<file path="src/rtl/spi_ram_arbiter.sv">
// rtl/spi_ram_arbiter.sv - round-robin sharing of one single-port RAM between SPI command frames and a host port
module spi_ram_arbiter #(
  parameter int ADDR_SIZE = 8,
  parameter bit AUTO_INC  = 1'b0
) (
  input  logic                 CLK,
  input  logic                 rst_n,
  input  logic                 rx_valid,
  input  logic [9:0]           rx_data,
  output logic                 tx_valid,
  output logic [7:0]           tx_data,
  input  logic                 host_req,
  input  logic                 host_we,
  input  logic [ADDR_SIZE-1:0] host_addr,
  input  logic [7:0]           host_wdata,
  output logic                 host_gnt,
  output logic                 host_rvalid,
  output logic [7:0]           host_rdata,
  output logic                 ram_en,
  output logic                 ram_we,
  output logic [ADDR_SIZE-1:0] ram_addr,
  output logic [7:0]           ram_wdata,
  input  logic [7:0]           ram_rdata,
  output logic                 spi_ovf
);

  logic [ADDR_SIZE-1:0] wr_addr, rd_addr, pend_addr;
  logic [7:0]           pend_data;
  logic                 pend_valid, pend_we;
  logic                 last_host;
  logic                 rd_inflight, rd_tag_host;
  logic                 grant_spi, grant_host;
  logic                 spi_access, slot_free, capture;

  // The side that did not win last time has priority when both request.
  always_comb begin
    grant_spi  = rst_n & pend_valid & (~host_req | last_host);
    grant_host = rst_n & host_req & (~pend_valid | ~last_host);
    host_gnt   = grant_host;
    ram_en     = grant_spi | grant_host;
    ram_we     = grant_spi ? pend_we   : (grant_host & host_we);
    ram_addr   = grant_spi ? pend_addr : host_addr;
    ram_wdata  = grant_spi ? pend_data : host_wdata;
    spi_access = rx_valid & rx_data[8];
    slot_free  = ~pend_valid | grant_spi;
    capture    = spi_access & slot_free;
  end

  always_ff @(posedge CLK or negedge rst_n) begin
    if (!rst_n) begin
      wr_addr     <= '0;
      rd_addr     <= '0;
      pend_addr   <= '0;
      pend_data   <= '0;
      pend_valid  <= 1'b0;
      pend_we     <= 1'b0;
      last_host   <= 1'b1;
      rd_inflight <= 1'b0;
      rd_tag_host <= 1'b0;
      tx_valid    <= 1'b0;
      tx_data     <= '0;
      host_rvalid <= 1'b0;
      host_rdata  <= '0;
      spi_ovf     <= 1'b0;
    end else begin
      if (rx_valid && rx_data[9:8] == 2'b00) wr_addr <= rx_data[ADDR_SIZE-1:0];
      if (rx_valid && rx_data[9:8] == 2'b10) rd_addr <= rx_data[ADDR_SIZE-1:0];

      // The address is frozen into the slot here, so later address frames never retarget it.
      if (capture) begin
        pend_valid <= 1'b1;
        pend_we    <= ~rx_data[9];
        pend_addr  <= rx_data[9] ? rd_addr : wr_addr;
        pend_data  <= rx_data[7:0];
        if (AUTO_INC) begin
          if (rx_data[9]) rd_addr <= rd_addr + ADDR_SIZE'(1);
          else            wr_addr <= wr_addr + ADDR_SIZE'(1);
        end
      end else if (grant_spi) begin
        pend_valid <= 1'b0;
      end

      if (spi_access && !slot_free) spi_ovf <= 1'b1;
      if (ram_en) last_host <= grant_host;

      rd_inflight <= ram_en & ~ram_we;
      rd_tag_host <= grant_host;
      tx_valid    <= rd_inflight & ~rd_tag_host;
      host_rvalid <= rd_inflight & rd_tag_host;
      if (rd_inflight && !rd_tag_host) tx_data    <= ram_rdata;
      if (rd_inflight &&  rd_tag_host) host_rdata <= ram_rdata;
    end
  end

endmodule

</file>
<file path="config.mk">
export PLATFORM = sky130hd
export DESIGN_NAME = spi_ram_arbiter
export DESIGN_NICKNAME = d
export VERILOG_FILES = /design/src/rtl/spi_ram_arbiter.sv
export SDC_FILE = /design/constraint.sdc
export NUM_CORES = 1
export LEC_CHECK = 0
export BUFFER_PORTS_ARGS = -buffer_cell sky130_fd_sc_hd__clkbuf_2
export CAP_MARGIN = 20
export CELL_PAD_IN_SITES_DETAIL_PLACEMENT = 0
export CELL_PAD_IN_SITES_GLOBAL_PLACEMENT = 1
export CORE_MARGIN = 3
export CORE_UTILIZATION = 44
export CTS_BUF_LIST = sky130_fd_sc_hd__clkbuf_16
export CTS_CLUSTER_SIZE = 14
export DETAILED_ROUTE_END_ITERATION = 12
export PLACE_DENSITY_LB_ADDON = 0.08
export SYNTH_ARGS = -nofsm -noshare
export SYNTH_HDL_FRONTEND = slang
export SYNTH_SLANG_ARGS = --single-unit
</file>
<file path="constraint.sdc">
create_clock -name CLK -period 3.7 [get_ports CLK]
set_input_delay 0.185 -clock CLK [delete_from_list [all_inputs] [get_ports CLK]]
set_output_delay 0.185 -clock CLK [all_outputs]
set_load 0.02 [all_outputs]
</file>
Word level (Yosys, flattened, before mapping)
Cells that the tools add are included.
W data, S select, Z words.
Storage, ports and cells
  latch bits: 0
  input bits: 39
  memory bits (read-only): 0
  RAM bits: 0
  memories kept: 0
  logic and storage cells: 50
  flip-flop bits (word level): 56
  output and inout port bits: 38
Operators by class
  reduce and logical (&&, ||, !) cells: 9
  $mul: 0
  divide/modulo/power cells: 0
  magnitude comparators: 0
  add/subtract/negate cells: 0
  shifts and indexed selects: 0
  bitwise gates (word level): 20
  multiplexer cells: 6
  eq/ne operators: 1
Operators with widths (count)
  $mux W8: 3
  $and A1 B1 Y1: 10
  $not A1 Y1: 6
  $logic_and A1 B1 Y1: 5
  $or A1 B1 Y1: 4
  $mux W1: 3
  $eq A2 B2 Y1 const B: 1
  $logic_not A1 Y1: 2
  $logic_not A2 Y1: 1
  $reduce_bool A2 Y1: 1

Logic depth before layout (Yosys ltp)
  depth in word-level cells: 7
  mapped depth: 5
  gate-level depth less buffers: 3

Worst setup path after synthesis
No wires, ideal clock.
  kind: reg-to-output
  start: register last_host
  end: output ram_wdata[6]
  arrival time: 1.579 ns
  data required time: 3.515 ns
  stages on the path, launching flop included: 5
  buffers on the path: 1
  path slack: 1.936 ns
  cells stage by stage: dfstp_2 and2b_2 nor2_4 buf_4 mux2_1
On the way
  word-level cells in the longest chain between the ends: 3
RTL lines
  start, declared: line 30  | logic last_host;
  start signal, assigned: line 84  | if (ram_en) last_host <= grant_host;
  $or A1 B1 Y1: line 37  | grant_spi = rst_n & pend_valid & (~host_req | last_host);
  $and A1 B1 Y1: line 37
  $mux W8: line 43  | ram_wdata = grant_spi ? pend_data : host_wdata;
  end, declared: line 22  | output logic [7:0] ram_wdata,
No other way between the ends.

Worst setup path in the final report
  start: input rst_n
  end: output ram_we
On the way
  word-level cells in the longest chain between the ends: 4
  elaborated cells between the ends (all ways): 6
  those cells by class: mux (1); bitwise (5)
RTL lines
  start, declared: line 7  | input logic rst_n,
  $and A1 B1 Y1 (2 in a row): line 38  | grant_host = rst_n & host_req & (~pend_valid | ~last_host);
  $and A1 B1 Y1: line 41  | ram_we = grant_spi ? pend_we : (grant_host & host_we);
  $mux W1 *: line 41
  end, declared: line 20  | output logic ram_we,
Every way passes the cells marked *; elsewhere a longest branch is shown, timed or not.

==> summary.md <==
| Metric | Value |
|---|---|
| Status | `finished clean` |
| Worst-margin pin slew | `905 ps` |
| Synth cell types | `25` |
| Sequential area share after synthesis | `57.2%` |
| Worst-path cell chain | `dlygate4sd3_1 > clkbuf_2 > buf_4 > nand2_1 > a21oi_1 > a22o_1 > clkbuf_2` |
| Synth Net Count | `197` |
| Worst relative slew slack | `39.7%` |
| Post_cts resized | `0` |
| Number of global-route vias before repair | `1574` |
| Routed wire length per instance | `15.3 um` |
| CP most frequent cell | `clkbuf_2` |
| GRT overflow | `0` |
| Cells after synthesis | `158` |
| Die area | `0.00650 sq mm` |
| DRC viols | `0` |
| Synthesized cell area | `0.00245 sq mm` |
| Peak supply drop | `0.252 mV` |
| Worst path slowest cell | `buf_4` |
| Drt initial violations | `37` |
| Req. time, crit path | `3510 ps` |
| Final WL | `4720 um` |
| # diodes | `0` |
| Commonest cells after routing, fill and taps aside | `76 x clkbuf_2, 62 x mux2_2, 55 x dfrtp_1` |
| Initial antenna violation count | `0` |
| Max incr delay on CP | `580 ps` |
| Clock latency on the worst-skew pair | `290 ps` |
| Post-CTS Setup Repair Bufs | `0` |
| Crit end category | `primary output` |
| First drt pass iteration count | `3` |
| # clock sinks | `56` |
| CTS buffer count | `5` |
| Routed Antenna Nets | `0` |
| DR vias/cell | `4.98` |
| Placed Cells | `300` |
| First-pass GRT wire length | `7640 um` |
| Routability cong. | `0.718` |
| Clk pin slew, worst setup/hold paths | `60 ps` |
| Post-route cell area | `0.00303 sq mm` |
| I/O Buffers | `76` |
| Synth Area per Inst | `15.5 sq um` |
| Share of layout cells above drive strength 1 | `66.5%` |
| Fin nets | `277` |
| Final WS setup | `1220 ps` |
| Final period util | `67.0%` |
| Tmin final | `2480 ps` |
| Number of max-cap violations | `0` |
| Max Root-Sink Buffers | `2` |
| Post-synthesis mux area share | `34.9%` |
| Simple-gate share of the synthesized area | `3.16%` |
| Skew final | `2.91 ps` |
| Largest family of logic cells by synthesized area | `multiplexers` |
| Via count | `1539` |
| Syn. warnings | `0` |
| Root Buffer | `clkbuf_16` |
| Placed cell area | `0.00288 sq mm` |
| Startpoint types | `input pin` |
| Die H | `80.6 um` |
| Tot GR Track Use | `15.6%` |
| Critical Path Fanout Max | `55` |
| Non-Filler Instances | `309` |
| Largest net degree at the start of global routing | `56` |
| Hold violation total from the final report | `0` |
| Initial cell density of the core | `46.8%` |
| Fmax | `404 MHz` |
| Met1 usage | `18.8%` |
| Synth Area in Compound Gates | `2.19%` |
| Adder-cell share of the synthesized area | `0%` |
| Pre-CTS WS | `1680 ps` |
| Max-slew violations | `0` |
| Most common cell after layout, fill and taps aside | `clkbuf_2` |
| Flops & latches, synth | `56` |
| Critical Path AT | `2290 ps` |
| Met3 GRT Util | `3.81%` |
| CTS tree | `done` |
| Area growth from synthesis to layout | `23.5%` |
| Die W | `80.6 um` |
| # setup viols final | `0` |
| M2 GR Usage | `27.8%` |
| GRT busiest layer | `met2` |
| RSZ-0062 raised after global routing | `no` |
| Setup tns final | `0 ps` |
| Std cell rows | `26` |
| Lkg Pwr | `1.48 nW` |
| Worst min-delay path class | `input pin to flip-flop` |
| I/O pins | `77` |
| H-tree levels | `2` |
| Xor/xnor share of the synthesized area | `0%` |
| Post-DP HPWL | `3500 um` |
| Worst setup path category | `input pin to primary output` |
| PwrDens | `608 mW/mm^2` |
| Core ar. | `0.00524 sq mm` |
path summary, 6_finish.rpt:
| path | from | end | slack, ps | cells past startpoint |
|---|---|---|---|---|
| hold reg to reg | spi_ovf | spi_ovf | 480 | 1 |
| setup / recovery | rst_n | ram_we | 1220 | 7 |
| hold / removal | host_we | rd_inflight | 110 | 2 |
| min in group asynchronous | rst_n | spi_ovf | 270 | 2 |
| max in group asynchronous | rst_n | wr_addr[6] | 2550 | 3 |
| setup reg to reg | last_host | pend_data[3] | 1840 | 3 |
power by group:
group	switching (mW)	internal, mW	leakage, nW
clock	0.194	0.246	0.0710
sequential	0.0883	0.782	0.661
combinational	0.264	0.267	0.747
total	0.546	1.29	1.48
layout make-up:
| type | instances | area [sq um] |
|---|---|---|
| Inverter | 4 | 15.0 |
| Fill cell | 432 | 2210 |
| Tap cell | 70 | 87.6 |
| Sequential cell | 56 | 1400 |
| Clock inverter | 3 | 13.8 |
| Timing Repair Buffer | 78 | 398 |
| Clock buffer | 5 | 125 |
| Multi-Input combinational cell | 93 | 986 |
layer usage:
layer / share of wire (%) / vias to the layer above
met5: 0 / -
met4: 1.1 / 0
met3: 5.9 / 5
met2: 50 / 52
met1: 43 / 760
li1: - / 722
critical path: cells and delay by family:
kind	cells	cell delay (ps)
AND/OR/NAND/NOR	1	170
AO/OA/AOI/OAI	2	450
buffers and inverters	4	1470
repair_timing:
| item | CTS | global route |
|---|---|---|
| setup endpoints to repair | 0 | 0 |
| hold buffers | 1 | 0 |
| endpoints found under the hold margin | 3 | 0 |
per-stage QoR:
step / power [mW] / utilization (%) / hold slack (ps)
CTS: 1.87 / 57.8 / 104
global route: 1.95 / 57.8 / 107
finish: 1.84 / 57.8 / 112
detailed placement: 1.42 / 55.0 / 20.8
global placement: 1.39 / 55.0 / 17.7
floorplan: 1.24 / - / -111
sequential cells by signal, indices dropped and copies added (netlist names):
register / flops
pend_addr: 8
rd_inflight: 1
pend_valid: 1
spi_ovf: 1
rd_tag_host: 1
tx_data: 8
tx_valid: 1
pend_we: 1
host_rdata: 8
pend_data: 8
wr_addr: 8
host_rvalid: 1
last_host: 1
rd_addr: 8
cells in the mapped netlist, drive strengths merged:
library cell / count / area [sq um]
a221oi: 1 / 8.76
clkbuf: 1 / 3.75
dfrtp: 55 / 1380
nand3b: 1 / 7.51
o21bai: 1 / 7.51
nor2: 1 / 11.3
and3b: 1 / 8.76
nor3b: 1 / 12.5
buf: 4 / 43.8
a21oi: 1 / 5.00
mux2i: 1 / 10.0
and2b: 1 / 8.76
o21ai: 3 / 15.0
nand2: 6 / 22.5
mux2: 72 / 845
nor2b: 1 / 6.26
dfstp: 1 / 26.3
a22o: 1 / 8.76
a211o: 1 / 8.76
inv: 4 / 15.0
cells by family (layout without fill, tap and decap cells):
logic type / Yosys count / after routing
mux: 73 / 73
simple gates: 12 / 12
flops: 56 / 56
buf+inv: 9 / 90
compound gates: 8 / 8
No activity file was read; power rests on OpenSTA's default activity.
